**config.mk**
```make
export PLATFORM = sky130hd
export DESIGN_NAME = hilo_muldiv_ctrl_flat
export DESIGN_NICKNAME = d
export VERILOG_FILES = /design/src/rtl/hilo_muldiv_ctrl_pkg.sv /design/src/rtl/hilo_muldiv_ctrl_if.sv /design/src/rtl/hilo_div_core.sv /design/src/rtl/hilo_muldiv_ctrl.sv /design/src/flat_wrapper.sv
export SDC_FILE = /design/constraint.sdc
export NUM_CORES = 2
export LEC_CHECK = 0
export ABC_AREA = 1
export CAP_MARGIN = 20
export CORE_MARGIN = 4
export CORE_UTILIZATION = 42
export CTS_BUF_LIST = sky130_fd_sc_hd__clkbuf_8
export CTS_CLUSTER_SIZE = 12
export DETAILED_ROUTE_END_ITERATION = 12
export GPL_ROUTABILITY_DRIVEN = 0
export PLACE_DENSITY_LB_ADDON = 0.15
export REMOVE_ABC_BUFFERS = 1
export SLEW_MARGIN = 20
export SYNTH_ARGS = -nofsm -noshare
export SYNTH_HDL_FRONTEND = slang
export SYNTH_SLANG_ARGS = --single-unit
```
**constraint.sdc**
```tcl
create_clock -name clk -period 7.5 [get_ports clk]
set_clock_uncertainty 0.15 [all_clocks]
set_input_delay 1.5 -clock clk [delete_from_list [all_inputs] [get_ports clk]]
set_output_delay 1.5 -clock clk [all_outputs]
set_load 0.01 [all_outputs]
```
**src/rtl/hilo_muldiv_ctrl_pkg.sv**
```systemverilog
// Shared definitions for the HI/LO multiply/divide controller.
//  - ALU_SEL_* op codes presented by EX on op_sel (MIPS funct encoding)
//  - op decode into an operation class plus a signedness flag
//  - 32x32->64 multiply helper, signed or unsigned
package hilo_muldiv_ctrl_pkg;

    localparam logic [5:0] ALU_SEL_MTHI  = 6'h11;
    localparam logic [5:0] ALU_SEL_MTLO  = 6'h13;
    localparam logic [5:0] ALU_SEL_MULT  = 6'h18;
    localparam logic [5:0] ALU_SEL_MULTU = 6'h19;
    localparam logic [5:0] ALU_SEL_DIV   = 6'h1A;
    localparam logic [5:0] ALU_SEL_DIVU  = 6'h1B;

    typedef enum logic [2:0] {
        OP_NONE,
        OP_MUL,
        OP_DIV,
        OP_MTHI,
        OP_MTLO
    } op_kind_e;

    typedef struct packed {
        op_kind_e kind;
        logic     is_signed;
    } op_dec_t;

    function automatic op_dec_t decode_op(input logic [5:0] sel);
        op_dec_t d;
        d.kind      = OP_NONE;
        d.is_signed = 1'b0;
        case (sel)
            ALU_SEL_MULT:  begin d.kind = OP_MUL;  d.is_signed = 1'b1; end
            ALU_SEL_MULTU: begin d.kind = OP_MUL;  d.is_signed = 1'b0; end
            ALU_SEL_DIV:   begin d.kind = OP_DIV;  d.is_signed = 1'b1; end
            ALU_SEL_DIVU:  begin d.kind = OP_DIV;  d.is_signed = 1'b0; end
            ALU_SEL_MTHI:  d.kind = OP_MTHI;
            ALU_SEL_MTLO:  d.kind = OP_MTLO;
            default:       d.kind = OP_NONE;
        endcase
        return d;
    endfunction

    // Sign- or zero-extend both operands to 64 bits; the low 64 bits of the
    // product are then correct for both interpretations.
    function automatic logic [63:0] mul64(input logic [31:0] a, input logic [31:0] b,
                                          input logic is_signed);
        logic [63:0] ea;
        logic [63:0] eb;
        ea = {{32{is_signed & a[31]}}, a};
        eb = {{32{is_signed & b[31]}}, b};
        return ea * eb;
    endfunction

endpackage

```
**src/rtl/hilo_muldiv_ctrl_if.sv**
```systemverilog
// EX <-> HI/LO controller bus.
//  master (EX side):  drives op_valid, op_sel, src_a, src_b, flush
//  slave (controller): drives op_ready, stall_req, busy, done, hi, lo
interface hilo_muldiv_ctrl_if;
    logic        op_valid;
    logic [5:0]  op_sel;
    logic [31:0] src_a;
    logic [31:0] src_b;
    logic        flush;
    logic        op_ready;
    logic        stall_req;
    logic        busy;
    logic        done;
    logic [31:0] hi;
    logic [31:0] lo;

    modport master (
        output op_valid, op_sel, src_a, src_b, flush,
        input  op_ready, stall_req, busy, done, hi, lo
    );

    modport slave (
        input  op_valid, op_sel, src_a, src_b, flush,
        output op_ready, stall_req, busy, done, hi, lo
    );
endinterface

```
**src/rtl/hilo_div_core.sv**
```systemverilog
// Restoring divider datapath: operand absolute values, one shift-subtract
// step per cycle, sign fix on the outputs.
//  clk, rst    clock / async active-low reset
//  prep        first step: load |a|,|b| and sign flags, perform step 0
//  iter        perform one further step on the held state
//  a, b        raw dividend / divisor (held stable by the controller)
//  is_signed   DIV (1) or DIVU (0)
//  quotient    signed-corrected quotient of the held state
//  remainder   signed-corrected remainder (sign follows dividend)
module hilo_div_core (
    input  logic        clk,
    input  logic        rst,
    input  logic        prep,
    input  logic        iter,
    input  logic [31:0] a,
    input  logic [31:0] b,
    input  logic        is_signed,
    output logic [31:0] quotient,
    output logic [31:0] remainder
);

    logic [31:0] rem_q, rem_d;
    logic [31:0] quo_q, quo_d;
    logic [31:0] dvs_q, dvs_d;
    logic        q_neg_q, q_neg_d;
    logic        r_neg_q, r_neg_d;

    logic [31:0] abs_a, abs_b;
    logic [31:0] rem_in, quo_in, dvs_in;
    logic [32:0] trial;

    // The step works on fresh operands in the prep cycle and on the held
    // state afterwards. rem < divisor always holds, so {rem, next bit} fits
    // in 33 bits and trial[32] is a reliable borrow flag.
    always_comb begin
        abs_a  = (is_signed & a[31]) ? -a : a;
        abs_b  = (is_signed & b[31]) ? -b : b;
        rem_in = prep ? 32'd0 : rem_q;
        quo_in = prep ? abs_a : quo_q;
        dvs_in = prep ? abs_b : dvs_q;
        trial  = {rem_in, quo_in[31]} - {1'b0, dvs_in};
    end

    // NOTE: every combinational output gets a default first so no path
    // leaves it unassigned, which would otherwise infer a latch.
    always_comb begin
        rem_d   = rem_q;
        quo_d   = quo_q;
        dvs_d   = dvs_q;
        q_neg_d = q_neg_q;
        r_neg_d = r_neg_q;
        if (prep || iter) begin
            rem_d = trial[32] ? {rem_in[30:0], quo_in[31]} : trial[31:0];
            quo_d = {quo_in[30:0], ~trial[32]};
            dvs_d = dvs_in;
        end
        if (prep) begin
            q_neg_d = is_signed & (a[31] ^ b[31]);
            r_neg_d = is_signed & a[31];
        end
    end

    // NOTE: state registers use non-blocking assignments so every flop
    // samples the pre-edge values regardless of statement order.
    always_ff @(posedge clk or negedge rst) begin
        if (!rst) begin
            rem_q   <= '0;
            quo_q   <= '0;
            dvs_q   <= '0;
            q_neg_q <= 1'b0;
            r_neg_q <= 1'b0;
        end else begin
            rem_q   <= rem_d;
            quo_q   <= quo_d;
            dvs_q   <= dvs_d;
            q_neg_q <= q_neg_d;
            r_neg_q <= r_neg_d;
        end
    end

    assign quotient  = q_neg_q ? -quo_q : quo_q;
    assign remainder = r_neg_q ? -rem_q : rem_q;

endmodule

```
**src/rtl/hilo_muldiv_ctrl.sv**
```systemverilog
// HI/LO owner and sequencer for MULT/MULTU/DIV/DIVU/MTHI/MTLO.
//  clk    single clock
//  rst    asynchronous active-low reset
//  bus    slave side of hilo_muldiv_ctrl_if (op handshake, stall, hi/lo)
// One op at a time is accepted from IDLE. Multiplies commit MUL_LAT cycles
// after accept, divides (non-zero divisor) 34 cycles after accept, and
// MTHI/MTLO and divide-by-zero commit at the accept edge.
module hilo_muldiv_ctrl
    import hilo_muldiv_ctrl_pkg::*;
#(
    parameter int MUL_LAT = 2
) (
    input logic               clk,
    input logic               rst,
    hilo_muldiv_ctrl_if.slave bus
);

    typedef enum logic [2:0] {
        S_IDLE,
        S_MUL,
        S_DIV_PREP,
        S_DIV_ITER,
        S_DIV_FIX
    } state_e;

    // Counters hold the number of further cycles before the commit cycle.
    // MUL spends MUL_LAT-1 cycles in S_MUL; the divider does step 0 in
    // S_DIV_PREP and the remaining 31 steps in S_DIV_ITER.
    localparam logic [4:0] MUL_CNT_INIT = (MUL_LAT >= 2) ? 5'(MUL_LAT - 2) : 5'd0;
    localparam logic [4:0] DIV_CNT_INIT = 5'd30;

    state_e      state_q, state_d;
    logic [4:0]  cnt_q, cnt_d;
    logic [31:0] a_q, a_d;
    logic [31:0] b_q, b_d;
    logic        sgn_q, sgn_d;
    logic [63:0] prod_q, prod_d;
    logic [31:0] hi_q, hi_d;
    logic [31:0] lo_q, lo_d;

    op_dec_t     dec;
    logic        accept;
    logic        stall_req;
    logic        done;
    logic [63:0] product;
    logic [31:0] div_quo, div_rem;

    assign dec     = decode_op(bus.op_sel);
    assign product = mul64(bus.src_a, bus.src_b, dec.is_signed);
    assign accept  = bus.op_valid && (dec.kind != OP_NONE) && (state_q == S_IDLE) && !bus.flush;

    hilo_div_core u_div_core (
        .clk       (clk),
        .rst       (rst),
        .prep      (state_q == S_DIV_PREP),
        .iter      (state_q == S_DIV_ITER),
        .a         (a_q),
        .b         (b_q),
        .is_signed (sgn_q),
        .quotient  (div_quo),
        .remainder (div_rem)
    );

    always_comb begin
        state_d   = state_q;
        cnt_d     = cnt_q;
        a_d       = a_q;
        b_d       = b_q;
        sgn_d     = sgn_q;
        prod_d    = prod_q;
        hi_d      = hi_q;
        lo_d      = lo_q;
        stall_req = 1'b0;
        done      = 1'b0;

        if (bus.flush) begin
            // Kill whatever is in flight; any commit this cycle is dropped.
            state_d   = S_IDLE;
            stall_req = (state_q != S_IDLE);
        end else begin
            case (state_q)
                S_IDLE: begin
                    if (accept) begin
                        case (dec.kind)
                            OP_MUL: begin
                                if (MUL_LAT == 1) begin
                                    {hi_d, lo_d} = product;
                                    done         = 1'b1;
                                end else begin
                                    prod_d    = product;
                                    cnt_d     = MUL_CNT_INIT;
                                    state_d   = S_MUL;
                                    stall_req = 1'b1;
                                end
                            end
                            OP_DIV: begin
                                if (bus.src_b == 32'd0) begin
                                    hi_d = bus.src_a;
                                    lo_d = 32'hFFFF_FFFF;
                                    done = 1'b1;
                                end else begin
                                    a_d       = bus.src_a;
                                    b_d       = bus.src_b;
                                    sgn_d     = dec.is_signed;
                                    state_d   = S_DIV_PREP;
                                    stall_req = 1'b1;
                                end
                            end
                            OP_MTHI: hi_d = bus.src_a;
                            OP_MTLO: lo_d = bus.src_a;
                            default: ;
                        endcase
                    end
                end
                S_MUL: begin
                    if (cnt_q == 5'd0) begin
                        {hi_d, lo_d} = prod_q;
                        done         = 1'b1;
                        state_d      = S_IDLE;
                    end else begin
                        cnt_d     = cnt_q - 5'd1;
                        stall_req = 1'b1;
                    end
                end
                S_DIV_PREP: begin
                    cnt_d     = DIV_CNT_INIT;
                    state_d   = S_DIV_ITER;
                    stall_req = 1'b1;
                end
                S_DIV_ITER: begin
                    stall_req = 1'b1;
                    if (cnt_q == 5'd0) begin
                        state_d = S_DIV_FIX;
                    end else begin
                        cnt_d = cnt_q - 5'd1;
                    end
                end
                S_DIV_FIX: begin
                    lo_d    = div_quo;
                    hi_d    = div_rem;
                    done    = 1'b1;
                    state_d = S_IDLE;
                end
                default: state_d = S_IDLE;
            endcase
        end
    end

    always_ff @(posedge clk or negedge rst) begin
        if (!rst) begin
            state_q <= S_IDLE;
            cnt_q   <= '0;
            a_q     <= '0;
            b_q     <= '0;
            sgn_q   <= 1'b0;
            prod_q  <= '0;
            hi_q    <= '0;
            lo_q    <= '0;
        end else begin
            state_q <= state_d;
            cnt_q   <= cnt_d;
            a_q     <= a_d;
            b_q     <= b_d;
            sgn_q   <= sgn_d;
            prod_q  <= prod_d;
            hi_q    <= hi_d;
            lo_q    <= lo_d;
        end
    end

    assign bus.op_ready  = accept;
    assign bus.stall_req = stall_req;
    assign bus.busy      = (state_q != S_IDLE);
    assign bus.done      = done;
    assign bus.hi        = hi_q;
    assign bus.lo        = lo_q;

endmodule

```
**src/flat_wrapper.sv**
```systemverilog
// flat-port wrapper written by rule: the top's interface ports become plain ports
module hilo_muldiv_ctrl_flat import hilo_muldiv_ctrl_pkg::*;
#(
    parameter int MUL_LAT = 2
)
  (clk, rst, bus_op_valid, bus_op_sel, bus_src_a, bus_src_b, bus_flush, bus_op_ready, bus_stall_req, bus_busy, bus_done, bus_hi, bus_lo);
  hilo_muldiv_ctrl_if bus_i ();
  input logic clk;
  input logic rst;
  input wire logic [$bits(bus_i.op_valid)-1:0] bus_op_valid;
  input wire logic [$bits(bus_i.op_sel)-1:0] bus_op_sel;
  input wire logic [$bits(bus_i.src_a)-1:0] bus_src_a;
  input wire logic [$bits(bus_i.src_b)-1:0] bus_src_b;
  input wire logic [$bits(bus_i.flush)-1:0] bus_flush;
  output wire logic [$bits(bus_i.op_ready)-1:0] bus_op_ready;
  output wire logic [$bits(bus_i.stall_req)-1:0] bus_stall_req;
  output wire logic [$bits(bus_i.busy)-1:0] bus_busy;
  output wire logic [$bits(bus_i.done)-1:0] bus_done;
  output wire logic [$bits(bus_i.hi)-1:0] bus_hi;
  output wire logic [$bits(bus_i.lo)-1:0] bus_lo;
  assign bus_i.op_valid = bus_op_valid;
  assign bus_i.op_sel = bus_op_sel;
  assign bus_i.src_a = bus_src_a;
  assign bus_i.src_b = bus_src_b;
  assign bus_i.flush = bus_flush;
  assign bus_op_ready = bus_i.op_ready;
  assign bus_stall_req = bus_i.stall_req;
  assign bus_busy = bus_i.busy;
  assign bus_done = bus_i.done;
  assign bus_hi = bus_i.hi;
  assign bus_lo = bus_i.lo;
  hilo_muldiv_ctrl #(.MUL_LAT(MUL_LAT)) u_core (.clk(clk), .rst(rst), .bus(bus_i));
endmodule
```
**Yosys cells after proc, flatten, opt, wreduce, memory -nomap -nowiden**

Index checks and enable logic that the tools add are counted.

- Logic and storage cells: 121
- Bits of input ports: 74
- Flip-flop bits (word level): 299

- Add/sub/neg operators: 6
- Mux-type cells: 43
- Reductions and logical operators: 23
- Equality and inequality tests: 26
- Multiply operators: 1
- Bitwise logic cells: 9

Operators with widths:

| operator | count |
|---|---|
| 32-bit 2-to-1 mux | 14 |
| 32-bit case mux with 3 select lines | 2 |
| 32-bit negator | 4 |
| 32-bit case mux with 2 select lines | 2 |
| 33-bit by 33-bit multiplier with 64-bit output | 1 |
| 6-bit by 5-bit equality test with 1-bit output (second input constant) | 6 |
| 33-bit by 32-bit subtractor with 33-bit output | 1 |
| 32-bit logical NOT | 1 |
| 3-bit case mux with 4 select lines | 2 |
| 3-bit 2-to-1 mux | 5 |
| 5-bit 2-to-1 mux | 3 |
| 5-bit case mux with 3 select lines | 1 |
| 5-bit AND reduction | 3 |
| 3-bit by 2-bit equality test with 1-bit output (second input constant) | 4 |
| 3-bit != test (second input constant) | 4 |
| 6-bit AND reduction | 2 |
| 3-bit nonzero test | 4 |
| 1-bit 2-to-1 mux | 10 |
| 2-bit OR reduction | 5 |
| 4-bit != test (second input constant) | 2 |
| 3-bit by 1-bit equality test with 1-bit output (second input constant) | 2 |
| 3-bit equality test (second input constant) | 2 |
| 2-bit != test (second input constant) | 3 |
| 3-bit by 2-bit != test with 1-bit output (second input constant) | 2 |
| other kinds (14) | 23 |

**Depth between registers and ports, before layout**

- Depth in word-level cells: 10
- Mapped depth: 36

**Cells and area by module**

Synthesis repeated with hierarchy kept, for this count alone.

- Cell total of the unflattened synthesis: 7,900
- Area, all modules: 59,210.5 µm²

Modules (own cells, without submodules):

| module | sequential area each (µm²) | cells an instance | area an instance (µm²) | instances |
|---|---|---|---|---|
| hilo_muldiv_ctrl | 5,029.8 | 6,096 | 48,619.1 | 1 |
| hilo_div_core | 2,452.4 | 1,804 | 10,591.4 | 1 |

**Least setup slack after synthesis**

No wires, ideal clock.

- Kind: input port to flip-flop
- From: in bus_op_sel[5]
- To: reg u_core.prod_q[54]
- Setup slack: -0.978 ns
- Cell stages on the path: 30
- Required time: 7.233 ns
- Setup time: 0.117 ns
- Arrival: 8.210 ns
- Path through: inv_1 -> nand2_1 -> nor2_1 -> nand2_1 -> clkbuf_1 -> nor2_1 -> inv_1 -> fa_1 -> inv_1 -> fa_1 -> fa_1 -> fa_1 -> inv_1 -> fa_1 -> fa_1 -> fa_1 -> fa_1 -> inv_1 -> ha_1 -> nand2_1 -> nor2_1 -> inv_1 -> nor2_1 -> inv_1 -> nor4_1 -> nand2_1 -> nand3_1 -> nand2_1 -> nand3_1 -> nand2_1

- Longest elaborated chain between the ends: 8
- Elaborated cells between the ends (all ways): 20
- Those cells by class: mul: 1; eq/ne: 7; mux: 2; bitwise: 2; reduce/logical: 8

RTL lines:

| element | RTL line | source |
|---|---|---|
| start, declared | flat_wrapper.sv:11 | `input wire logic [$bits(bus_i.op_sel)-1:0] bus_op_sel;` |
| branches (longest 8 deep; another with 33-bit by 33-bit multiplier with 64-bit output) | - |  |
| end signal, assigned | hilo_muldiv_ctrl.sv:165 | `prod_q <= prod_d;` |
| end, declared | hilo_muldiv_ctrl.sv:37 | `logic [63:0] prod_q, prod_d;` |

Parallel ways; which one is timed is not known.
A chain may end at the register's enable or synchronous reset.

**Worst setup path after layout**

- From: in bus_op_sel[2]
- To: reg u_core.prod_q[59]

The elaborated chain is that of the path after synthesis.

==> impl_metrics.tcl <==
set metrics [dict create \
    reg2reg_slack_ns 2.01 \
    drv_slew 0 \
    hpwl_mm 171 \
    grt_overflow 0 \
    grt_use_total_pct 28.7 \
    min_period_over_period_pct 107 \
    syn-instance-count 7729 \
    area_delta_synth_final_pct 24.4 \
    grt_pass1_vias 54661 \
    coreArea_um2 138000 \
    synthMuxAreaShare_pct 0.149 \
    crit_fanout 7 \
    synth_top_area_share_pct 38.4 \
    cts_buffers 55 \
    clk_latency_ns 0.67 \
    final_cells 10293 \
    path_buf_inv 13 \
    multi_input_area_um2 45300 \
    synth.most_common_cell "nand2_1" \
    drc 0 \
    hold_path_class "reg -> reg" \
    seq_area_frac_synth_pct 12.7 \
    postCtsHoldBufs 0 \
    dieArea_um2 146000 \
    clk_pin_slew_ns 0.06 \
    async_reset_ff_share_pct 100 \
    rsz0062_at_grt "yes" \
    cts-root-buf "clkbuf_8" \
    cp-end-kind "flip-flop" \
    grt_max_degree 170 \
    synth_cell_types 62 \
    critPathArrivalTime_ns 8.40 \
    ys_top_cells_by_area "fa_1 (38%), nand2_1 (13%), dfrtp_1 (13%)" \
    cpPeakStageDelay_ns 0.63 \
    synth_top_family_by_area "adder cells" \
    cts_buffer_depth 3 \
    drtIter0Drc 4542 \
    num_io_pins 142 \
    worstPathRequired_ns 7.90 \
    htreeDepth 2 \
    critPathKind "in -> reg" \
    die_y_um 382 \
    yosys.area_share.adder_pct 43.7 \
    ys_ff_latch 299 \
    wirelength_mm 213 \
    setup_ws_ns -0.497 \
    fillCellCount 13224 \
    yosys_warnings 0 \
    status "complete, but fails checks" \
    start_kind "input port" \
    die_w_um 382 \
    register_area_um2 7480 \
    synth_edf_count 0 \
    pre_cts_slack_ns -2.05 \
    nets 9833 \
    drt-pass1-iter-count 6 \
    drv_cap 0 \
    maxSlewHeadroom_pct 27.8 \
    setup_violations 31 \
    path_common_cell "fa_1" \
    drive_above_1_share_pct 19.5 \
    violations "negative setup slack" \
    antenna_found_initial 5 \
    fmax_ghz 0.125 \
    hold_viol 0 \
    synth-simple-area-share_pct 20.0 \
    cts.sinks 299 \
    ant_nets 0 \
    min_period_ns 8.00 \
    synth-xor-area-share_pct 1.46 \
    synth_compound_area_share_pct 6.94 \
    portBuffers 141 \
    critPathTopFamily "adder cells" \
    start_util_pct 42.5 \
    cts_tree "done" \
    rows 136 \
    synth_top_area_cell "fa_1" \
    via_count 52839 \
    wire_per_inst_um 20.7 \
    syn-mean-instance-area_um2 7.60 \
    worst_pin_slew_ns 1.08 \
    grt_first_pass_wirelength_mm 323 \
    dp_cells 10027 \
    synth_flop_cell "dfrtp_1" \
    critPathSlowestCell "fa_2" \
    syn_area_um2 58700 \
    vias_per_cell 5.13 \
    synthTopCellsByCount "nand2_1 (1995), inv_1 (1949), fa_1 (1126), nor2_1 (459), o21ai_0 (365)" \
]
==> per-stage QoR <==
step	TNS, ns	util, %	instance area [um^2]	hold WS [ns]
2_1_floorplan	-99.46	-	57300	0.292
3_3_place_gp	-77.10	48.3	66800	0.307
3_5_place_dp	-80.08	48.3	66800	0.314
4_1_cts	-9.35	51.5	71200	0.329
5_1_grt	-19.79	52.9	73100	0.344
6_report	-11.48	52.9	73100	0.326
==> area by class of cell <==
type	instances	share of cell area, %
clock inverters	36	0.409
inverters	1961	10.1
flip-flops and latches	299	10.2
clock buffers	67	1.26
repair buffers	966	12.7
diodes	1	0.00342
multi-input cells	5100	62.0
well taps	1863	3.19
==> tightest hold or removal path, delay by kind of cell, from the launching register on <==
family	cells	cell delay [ns]
DFF	1	0.35
and+or+nand+nor	2	0.10
==> timing repair <==
| action | CTS | global route |
|---|---|---|
| endpoints found under the setup margin | 48 | 53 |
| cloned | 9 | 9 |
| buffers inserted | 93 | 54 |
| pin swaps | 266 | 238 |
| resized for setup | 670 | 460 |
==> cells in the final DEF, fill, tap and decap left out, drive strengths merged, types with 8 or more instances in the layout <==
master	count
o21a	22
o211ai	30
xnor2	46
a2bb2oi	32
or2	18
nand3	298
a31oi	16
o22ai	16
ha	250
nand2	1998
inv	1973
clkbuf	87
clkinv	16
fa	1126
nand4	63
clkdlybuf4s50	74
xor2	52
bufbuf	9
o21ai	376
o21bai	12
dfrtp	299
nor3	52
a21oi	170
a21boi	9
nor2	462
nor4	8
buf	858
nand3b	9
==> flip-flops by register name (all words and copies together) (netlist names) <==
name / count
u_core.u_div_core.dvs_q: 32
u_core.u_div_core.rem_q: 32
u_core.u_div_core.r_neg_q: 1
u_core.a_q: 32
u_core.cnt_q: 5
u_core.u_div_core.quo_q: 32
u_core.b_q: 32
u_core.bus.lo: 32
u_core.state_q: 3
u_core.u_div_core.q_neg_q: 1
u_core.prod_q: 64
u_core.bus.hi: 32
u_core.sgn_q: 1
==> cell families (layout without fill, tap and decap cells) <==
group,count (synthesis),in the layout
compound gates,710,710
xor+xnor,98,98
fa+ha+maj,1376,1376
buf+inv,2330,3030
flops,299,299
mux,8,8
other cells,0,1
simple gates,2908,2908
==> path summary, 6_finish.rpt <==
path,startpoint,end,cells after the start
max,bus_op_sel[2],u_core.prod_q[59],35
min,u_core.prod_q[5],u_core.prod_q[5],2
max reg2reg,u_core.sgn_q,u_core.u_div_core.rem_q[30],21
min reg2reg,u_core.prod_q[5],u_core.prod_q[5],2
max in group asynchronous,rst,u_core.u_div_core.rem_q[20],2
min in group asynchronous,rst,u_core.bus.lo[8],1
==> routing by layer <==
layer	GRT usage, %	vias to the layer above	share of wire, %
met4	11.0	0	5.1
met5	0	-	0
met3	3.71	418	7.7
met1	38.9	26426	41
li1	-	23954	-
met2	47.0	2041	46
Power is left out: the tool's default activity adds up to more than one toggle a clock period on the data nets, which glitch-free logic cannot reach.
